--- src/rtl/mem_req_arbiter_if.sv ---
// Bundle of channel-side and cache-side signals for mem_req_arbiter.
// slave  : the arbiter's view (requests in, acks and cache request out).
// master : the requesters' and cache's view (the opposite directions).
interface mem_req_arbiter_if #(
    parameter int NUM_CH = 3,
    parameter int ADDR_W = 32,
    parameter int DATA_W = 32
);
    localparam int ID_W = $clog2(NUM_CH);

    logic [NUM_CH-1:0]        ch_req_i;
    logic [NUM_CH-1:0]        ch_we_i;
    logic [NUM_CH*ADDR_W-1:0] ch_addr_i;
    logic [NUM_CH*DATA_W-1:0] ch_wdata_i;
    logic [NUM_CH-1:0]        ch_ack_o;
    logic [DATA_W-1:0]        ch_rdata_o;
    logic                     mem_req_o;
    logic                     mem_we_o;
    logic [ADDR_W-1:0]        mem_addr_o;
    logic [DATA_W-1:0]        mem_wdata_o;
    logic                     mem_ack_i;
    logic [DATA_W-1:0]        mem_rdata_i;
    logic [ID_W-1:0]          grant_id_o;

    modport slave (
        input  ch_req_i, ch_we_i, ch_addr_i, ch_wdata_i, mem_ack_i, mem_rdata_i,
        output ch_ack_o, ch_rdata_o, mem_req_o, mem_we_o, mem_addr_o, mem_wdata_o,
               grant_id_o
    );

    modport master (
        output ch_req_i, ch_we_i, ch_addr_i, ch_wdata_i, mem_ack_i, mem_rdata_i,
        input  ch_ack_o, ch_rdata_o, mem_req_o, mem_we_o, mem_addr_o, mem_wdata_o,
               grant_id_o
    );
endinterface

--- src/rtl/mem_req_arbiter.sv ---
// mem_req_arbiter: shares one data-cache port between NUM_CH requesting
// channels, one transaction at a time, with round-robin arbitration.
// Optional macro MEM_ARB_PRIO0_EN: channel 0 (page-table walker) gets fixed
// priority over the others and never moves the round-robin pointer.
module mem_req_arbiter #(
    parameter int NUM_CH = 3,
    parameter int ADDR_W = 32,
    parameter int DATA_W = 32
) (
    input  logic              clk,
    input  logic              rst,
    mem_req_arbiter_if.slave  bus
);
    localparam int ID_W = $clog2(NUM_CH);

    typedef enum logic [1:0] {IDLE, BUSY, DONE} state_t;

    state_t            state;
    state_t            next_state;
    logic [ID_W-1:0]   ptr;
    logic [ID_W-1:0]   grant_id;
    logic [ID_W-1:0]   winner;
    logic              ptr_update;
    logic              any_req;
    logic [NUM_CH-1:0] masked_req;
    logic              found;
    logic              sel_we;
    logic [ADDR_W-1:0] sel_addr;
    logic [DATA_W-1:0] sel_wdata;
    logic              mem_we;
    logic [ADDR_W-1:0] mem_addr;
    logic [DATA_W-1:0] mem_wdata;
    logic [DATA_W-1:0] rdata_q;

    assign any_req = |bus.ch_req_i;

    // Arbitration: requests above the pointer win first, otherwise wrap to the lowest requester.
    always_comb begin
        masked_req = '0;
        winner     = '0;
        found      = 1'b0;
        sel_we     = 1'b0;
        sel_addr   = '0;
        sel_wdata  = '0;
        for (int i = 0; i < NUM_CH; i++) begin
            if (ID_W'(i) > ptr) begin
                masked_req[i] = bus.ch_req_i[i];
            end
        end
        for (int i = 0; i < NUM_CH; i++) begin
            if (masked_req[i] && !found) begin
                winner = ID_W'(i);
                found  = 1'b1;
            end
        end
        for (int i = 0; i < NUM_CH; i++) begin
            if (bus.ch_req_i[i] && !found) begin
                winner = ID_W'(i);
                found  = 1'b1;
            end
        end
`ifdef MEM_ARB_PRIO0_EN
        if (bus.ch_req_i[0]) begin
            winner = '0;
        end
        ptr_update = (winner != '0);
`else
        ptr_update = 1'b1;
`endif
        for (int i = 0; i < NUM_CH; i++) begin
            if (winner == ID_W'(i)) begin
                sel_we    = bus.ch_we_i[i];
                sel_addr  = bus.ch_addr_i[i*ADDR_W +: ADDR_W];
                sel_wdata = bus.ch_wdata_i[i*DATA_W +: DATA_W];
            end
        end
    end

    // State register.
    always_ff @(posedge clk) begin
        if (rst) begin
            state <= IDLE;
        end else begin
            state <= next_state;
        end
    end

    // Next-state logic: grant when anyone asks, wait for the cache, then one ack cycle.
    always_comb begin
        next_state = state;
        case (state)
            IDLE:    if (any_req) next_state = BUSY;
            BUSY:    if (bus.mem_ack_i) next_state = DONE;
            DONE:    next_state = IDLE;
            default: next_state = IDLE;
        endcase
    end

    // Grant bookkeeping and request/response capture; fields only load on a grant so later request changes are ignored.
    always_ff @(posedge clk) begin
        if (rst) begin
            ptr       <= ID_W'(NUM_CH - 1);
            grant_id  <= '0;
            mem_we    <= 1'b0;
            mem_addr  <= '0;
            mem_wdata <= '0;
            rdata_q   <= '0;
        end else begin
            if (state == IDLE && any_req) begin
                grant_id  <= winner;
                mem_we    <= sel_we;
                mem_addr  <= sel_addr;
                mem_wdata <= sel_wdata;
                if (ptr_update) begin
                    ptr <= winner;
                end
            end
            if (state == BUSY && bus.mem_ack_i) begin
                rdata_q <= bus.mem_rdata_i;
            end
        end
    end

    assign bus.mem_req_o   = (state == BUSY);
    assign bus.mem_we_o    = mem_we;
    assign bus.mem_addr_o  = mem_addr;
    assign bus.mem_wdata_o = mem_wdata;
    assign bus.grant_id_o  = grant_id;
    assign bus.ch_rdata_o  = rdata_q;
    assign bus.ch_ack_o    = (state == DONE) ? (NUM_CH'(1) << grant_id) : '0;
endmodule
--- src/flat_wrapper.sv ---
// flat-port wrapper written by rule: the top's interface ports become plain ports
module mem_req_arbiter_flat 
#(
    parameter int NUM_CH = 3,
    parameter int ADDR_W = 32,
    parameter int DATA_W = 32
)
  (clk, rst, bus_ch_req_i, bus_ch_we_i, bus_ch_addr_i, bus_ch_wdata_i, bus_mem_ack_i, bus_mem_rdata_i, bus_ch_ack_o, bus_ch_rdata_o, bus_mem_req_o, bus_mem_we_o, bus_mem_addr_o, bus_mem_wdata_o, bus_grant_id_o);
  mem_req_arbiter_if #(.NUM_CH(NUM_CH), .ADDR_W(ADDR_W), .DATA_W(DATA_W)) bus_i ();
  input  logic clk;
  input  logic rst;
  input wire logic [$bits(bus_i.ch_req_i)-1:0] bus_ch_req_i;
  input wire logic [$bits(bus_i.ch_we_i)-1:0] bus_ch_we_i;
  input wire logic [$bits(bus_i.ch_addr_i)-1:0] bus_ch_addr_i;
  input wire logic [$bits(bus_i.ch_wdata_i)-1:0] bus_ch_wdata_i;
  input wire logic [$bits(bus_i.mem_ack_i)-1:0] bus_mem_ack_i;
  input wire logic [$bits(bus_i.mem_rdata_i)-1:0] bus_mem_rdata_i;
  output wire logic [$bits(bus_i.ch_ack_o)-1:0] bus_ch_ack_o;
  output wire logic [$bits(bus_i.ch_rdata_o)-1:0] bus_ch_rdata_o;
  output wire logic [$bits(bus_i.mem_req_o)-1:0] bus_mem_req_o;
  output wire logic [$bits(bus_i.mem_we_o)-1:0] bus_mem_we_o;
  output wire logic [$bits(bus_i.mem_addr_o)-1:0] bus_mem_addr_o;
  output wire logic [$bits(bus_i.mem_wdata_o)-1:0] bus_mem_wdata_o;
  output wire logic [$bits(bus_i.grant_id_o)-1:0] bus_grant_id_o;
  assign bus_i.ch_req_i = bus_ch_req_i;
  assign bus_i.ch_we_i = bus_ch_we_i;
  assign bus_i.ch_addr_i = bus_ch_addr_i;
  assign bus_i.ch_wdata_i = bus_ch_wdata_i;
  assign bus_i.mem_ack_i = bus_mem_ack_i;
  assign bus_i.mem_rdata_i = bus_mem_rdata_i;
  assign bus_ch_ack_o = bus_i.ch_ack_o;
  assign bus_ch_rdata_o = bus_i.ch_rdata_o;
  assign bus_mem_req_o = bus_i.mem_req_o;
  assign bus_mem_we_o = bus_i.mem_we_o;
  assign bus_mem_addr_o = bus_i.mem_addr_o;
  assign bus_mem_wdata_o = bus_i.mem_wdata_o;
  assign bus_grant_id_o = bus_i.grant_id_o;
  mem_req_arbiter #(.NUM_CH(NUM_CH), .ADDR_W(ADDR_W), .DATA_W(DATA_W)) u_core (.clk(clk), .rst(rst), .bus(bus_i));
endmodule
--- config.mk ---
export PLATFORM = sky130hd
export DESIGN_NAME = mem_req_arbiter_flat
export DESIGN_NICKNAME = d
export VERILOG_FILES = /design/src/rtl/mem_req_arbiter_if.sv /design/src/rtl/mem_req_arbiter.sv /design/src/flat_wrapper.sv
export SDC_FILE = /design/constraint.sdc
export NUM_CORES = 1
export LEC_CHECK = 0
export ABC_CLOCK_PERIOD_IN_PS = 4600
export CAP_MARGIN = 20
export CORE_AREA = 2 2 130 132
export DETAILED_ROUTE_END_ITERATION = 8
export DIE_AREA = 0 0 132 134
export GPL_TIMING_DRIVEN = 0
export PLACE_DENSITY = 0.78
export SYNTH_ARGS = -nofsm -noshare
export SYNTH_HDL_FRONTEND = slang
export SYNTH_SLANG_ARGS = --single-unit
--- constraint.sdc ---
create_clock -name clk -period 4.6 [get_ports clk]
set_clock_uncertainty 0.1 [all_clocks]
set_input_delay 1.38 -clock clk [delete_from_list [all_inputs] [get_ports clk]]
set_output_delay 1.38 -clock clk [all_outputs]
set_load 0.005 [all_outputs]
==> results summary <==
The flow ran to the end, and the final reports show no timing, DRC or antenna violations. Data arrives at the worst endpoint at 1740 ps. The number of warnings reported in the yosys synthesis log came out at 0.

In the routed layout, each cell is associated on average with a via count of 4.83. The post-route clock period utilization came out at 70.1%. The H-tree depth came out at 3. The cell area power density is 321 nW/um^2.

The kind of start point of the critical path is a flip-flop. Summing all multi-input logic gate instances after layout gives 2110 sq um. The initial DRC count is 293.

The largest net degree at the start of global routing came out at 18. The count of input and output buffers is 334. Buffers added to address setup during post-CTS repair amount to 0. Counting the fill cells in the layout gives 1552. The ratio of cells with drive above 1 in the final layout is 6.92%. Post-CTS repair changed the size of 0 cells. TritonCTS built the clock tree. The slowest stage cell on the critical path is sky130_fd_sc_hd__clkdlybuf4s50_1. The flip-flop and latch count after synthesis came out at 102. Setup violations remaining at the end of the flow were counted as 0. The largest fanout on the critical path came out at 7. The number of buffers added by the clock tree synthesis step came out at 9. The number of failing hold endpoints at the final stage is 0. The signed area change from the synthesized netlist to the final layout came out at 89.9%. The initial core utilization is 27.0%. Clock-pin slew was measured on the worst setup and hold paths at 70 ps. The largest vdd supply drop came out at 0.169 mV. Traced cell by cell, the critical path runs through nor4b_1 -> clkdlybuf4s50_1. Leaving out fill and tap cells, the most frequent cell in the layout is sky130_fd_sc_hd__clkdlybuf4s50_1. The placer's final routability congestion estimate came out at 0.811. The repair_antennas step left the layout with diodes totalling 0. The number of max-slew violations in the final report came to 0. The number of max-capacitance violations reported is 0. The count of vias placed by the detailed router came out at 5255. The synthesized instance count is 517.

The number of global-route vias before repair was 5258. The critical path endpoint category is an output pin. The final cell count without fillers came out at 1087. The buffer depth of the longest clock path came out at 2. Once placement completed, the tool counted placed cells totaling 1071. The clock latency on the worst-skew pair is 350 ps. For this design the top-level I/O count stands at 336. The wire length of the first global-routing pass came out at 27900 um. The sum of net half-perimeters after detailed placement is 14700 um. Registers take 2040 sq um.

The number of detailed-route iterations in the first pass is 4. The overall overflow remaining after global route is 0. The average instance in the mapped netlist occupies 8.52 sq um. The floorplan row count came out at 47. The relative slew slack is 51.8%. For this design, the sink count on the clock tree is 102.

Counting I/O delays and the setup requirement, the final critical path takes 3220 ps. The hold path depth is 2. The highest clock rate came out at 310 MHz. The floorplan step defined a die boundary enclosing 17700 sq um.

The number of antenna violations at the first check in global routing came out at 0. The die extent in x came out at 132 um. The final sum of negative setup slack is 0 ps.

The average routed wire per standard cell is 16.7 um. The critical path required time came out at 3120 ps. Setup repair after global routing left no endpoint under its margin. When the netlist entered floorplanning its net count stood at 750. The number of cells on the worst reg-to-reg path is 5. The slew at the pin closest to its max-slew limit is 717 ps.

The fraction of the yosys area taken by sequential cells came out at 46.4%. The setup path with the least slack is of type reg2out. Leaving out fill and tap cells, the most frequent cells in the layout are 334 x sky130_fd_sc_hd__clkdlybuf4s50_1, 102 x sky130_fd_sc_hd__dfxtp_1, 77 x sky130_fd_sc_hd__a21oi_1, 71 x sky130_fd_sc_hd__nand2_1, 41 x sky130_fd_sc_hd__nor2_1.

The height of the die came out at 134 um. The aggregate global-route resource usage came out at 20.0%. The hold buffer count at CTS is 0. The mapped netlist covers 4400 sq um. The number of distinct library cells after synthesis is 31. The area of the core is 16300 sq um. The analysis attributes to cell leakage a power of 0.00302 uW.

In this design, the stage delay of the slowest critical-path cell is 600 ps. For this block, the routed nets add up to 18200 um of wire. The tree is rooted in a sky130_fd_sc_hd__clkbuf_16.

The worst hold path belongs to the class reg2reg. For this run, design rule violations remaining after detail routing come to 0. The number of nets in the layout came out at 1095.

Once detail routing completed, the nets flagged for antenna violations numbered 0.
[power breakdown]
| group | internal (uW) | total [uW] | switching, uW |
|---|---|---|---|
| clock network | 534 | 880 | 346 |
| registers | 977 | 1030 | 53.1 |
| logic | 457 | 777 | 320 |
[worst paths after layout]
kind,start,end,slack (ps)
setup / recovery,u_core.state[1],bus_ch_ack_o[0],1380
hold / removal,u_core.bus.ch_rdata_o[28],u_core.bus.ch_rdata_o[28],350
setup reg to reg,u_core.bus.grant_id_o[0],u_core.bus.mem_wdata_o[17],2740
hold reg to reg,u_core.bus.ch_rdata_o[28],u_core.bus.ch_rdata_o[28],350
[synthesized netlist by cell type, drive strengths merged]
| library cell | instances | area [sq um] |
|---|---|---|
| and2b | 1 | 7.51 |
| o21a | 1 | 7.51 |
| nor4bb | 2 | 20.0 |
| dfxtp | 102 | 2040 |
| nor2b | 2 | 12.5 |
| nor2 | 42 | 160 |
| nand2 | 71 | 267 |
| nor4b | 1 | 8.76 |
| a211oi | 40 | 305 |
| a21o | 2 | 16.3 |
| a21oi | 78 | 394 |
| o21ai | 26 | 130 |
| clkbuf | 13 | 48.8 |
| nor4 | 1 | 12.5 |
| o22ai | 25 | 156 |
| nor3 | 2 | 32.5 |
| nand2b | 3 | 18.8 |
| a2bb2oi | 1 | 8.76 |
| o2bb2ai | 25 | 219 |
| a22oi | 40 | 300 |
| nor3b | 2 | 25.0 |
| or3 | 1 | 6.26 |
| buf | 35 | 199 |
| and2 | 1 | 6.26 |
[logic make-up after synthesis]
family | Yosys count | share of synthesized area [%]
compound gates | 238 | 34.9
buf+inv | 48 | 5.63
flops | 102 | 46.4
simple gates | 129 | 13.1
[per-layer routing]
metal	vias to the layer above	share of wire [%]	GRT usage, %
met2	226	49	35.1
li1	2598	-	-
met4	0	2.7	8.21
met1	2399	40	22.9
met3	32	8.1	5.86
met5	-	0	0
[cell type report]
cell class | instances | area share [%]
repair buffers | 334 | 40.0
multi-input cells | 367 | 25.3
flip-flops and latches | 102 | 24.4
well taps | 220 | 3.29
plain buffers | 48 | 2.96
clock buffers | 9 | 2.69
clock inverters | 7 | 1.41
[worst max-delay path, delay by kind of cell, from the launching register on]
family / cells / cell delay (ps)
buffers and inverters: 1 / 600
flip-flops: 1 / 460
AND/OR/NAND/NOR: 1 / 330
[sequential cells by signal, indices dropped and copies added (netlist names)]
signal                  cells
u_core.bus.mem_wdata_o     32
u_core.ptr                  1
u_core.bus.mem_addr_o      32
u_core.bus.mem_we_o         1
u_core.state                2
u_core.bus.grant_id_o       2
u_core.bus.ch_rdata_o      32
[stage by stage]
| step | utilization (%) | area [sq um] | hold WS (ps) | total power [uW] | worst slack, ps |
|---|---|---|---|---|---|
| global route | 51.4 | 8370 | 372 | 2820 | 1260 |
| floorplan | - | 4400 | 353 | 1340 | 2120 |
| detailed placement | 49.3 | 8020 | 346 | 1830 | 1070 |
| finish | 51.4 | 8370 | 353 | 2690 | 1380 |
| global placement | 49.3 | 8020 | 340 | 1820 | 1100 |
| CTS | 51.4 | 8370 | 355 | 2720 | 1340 |
Power figures use the tool's default switching activity.
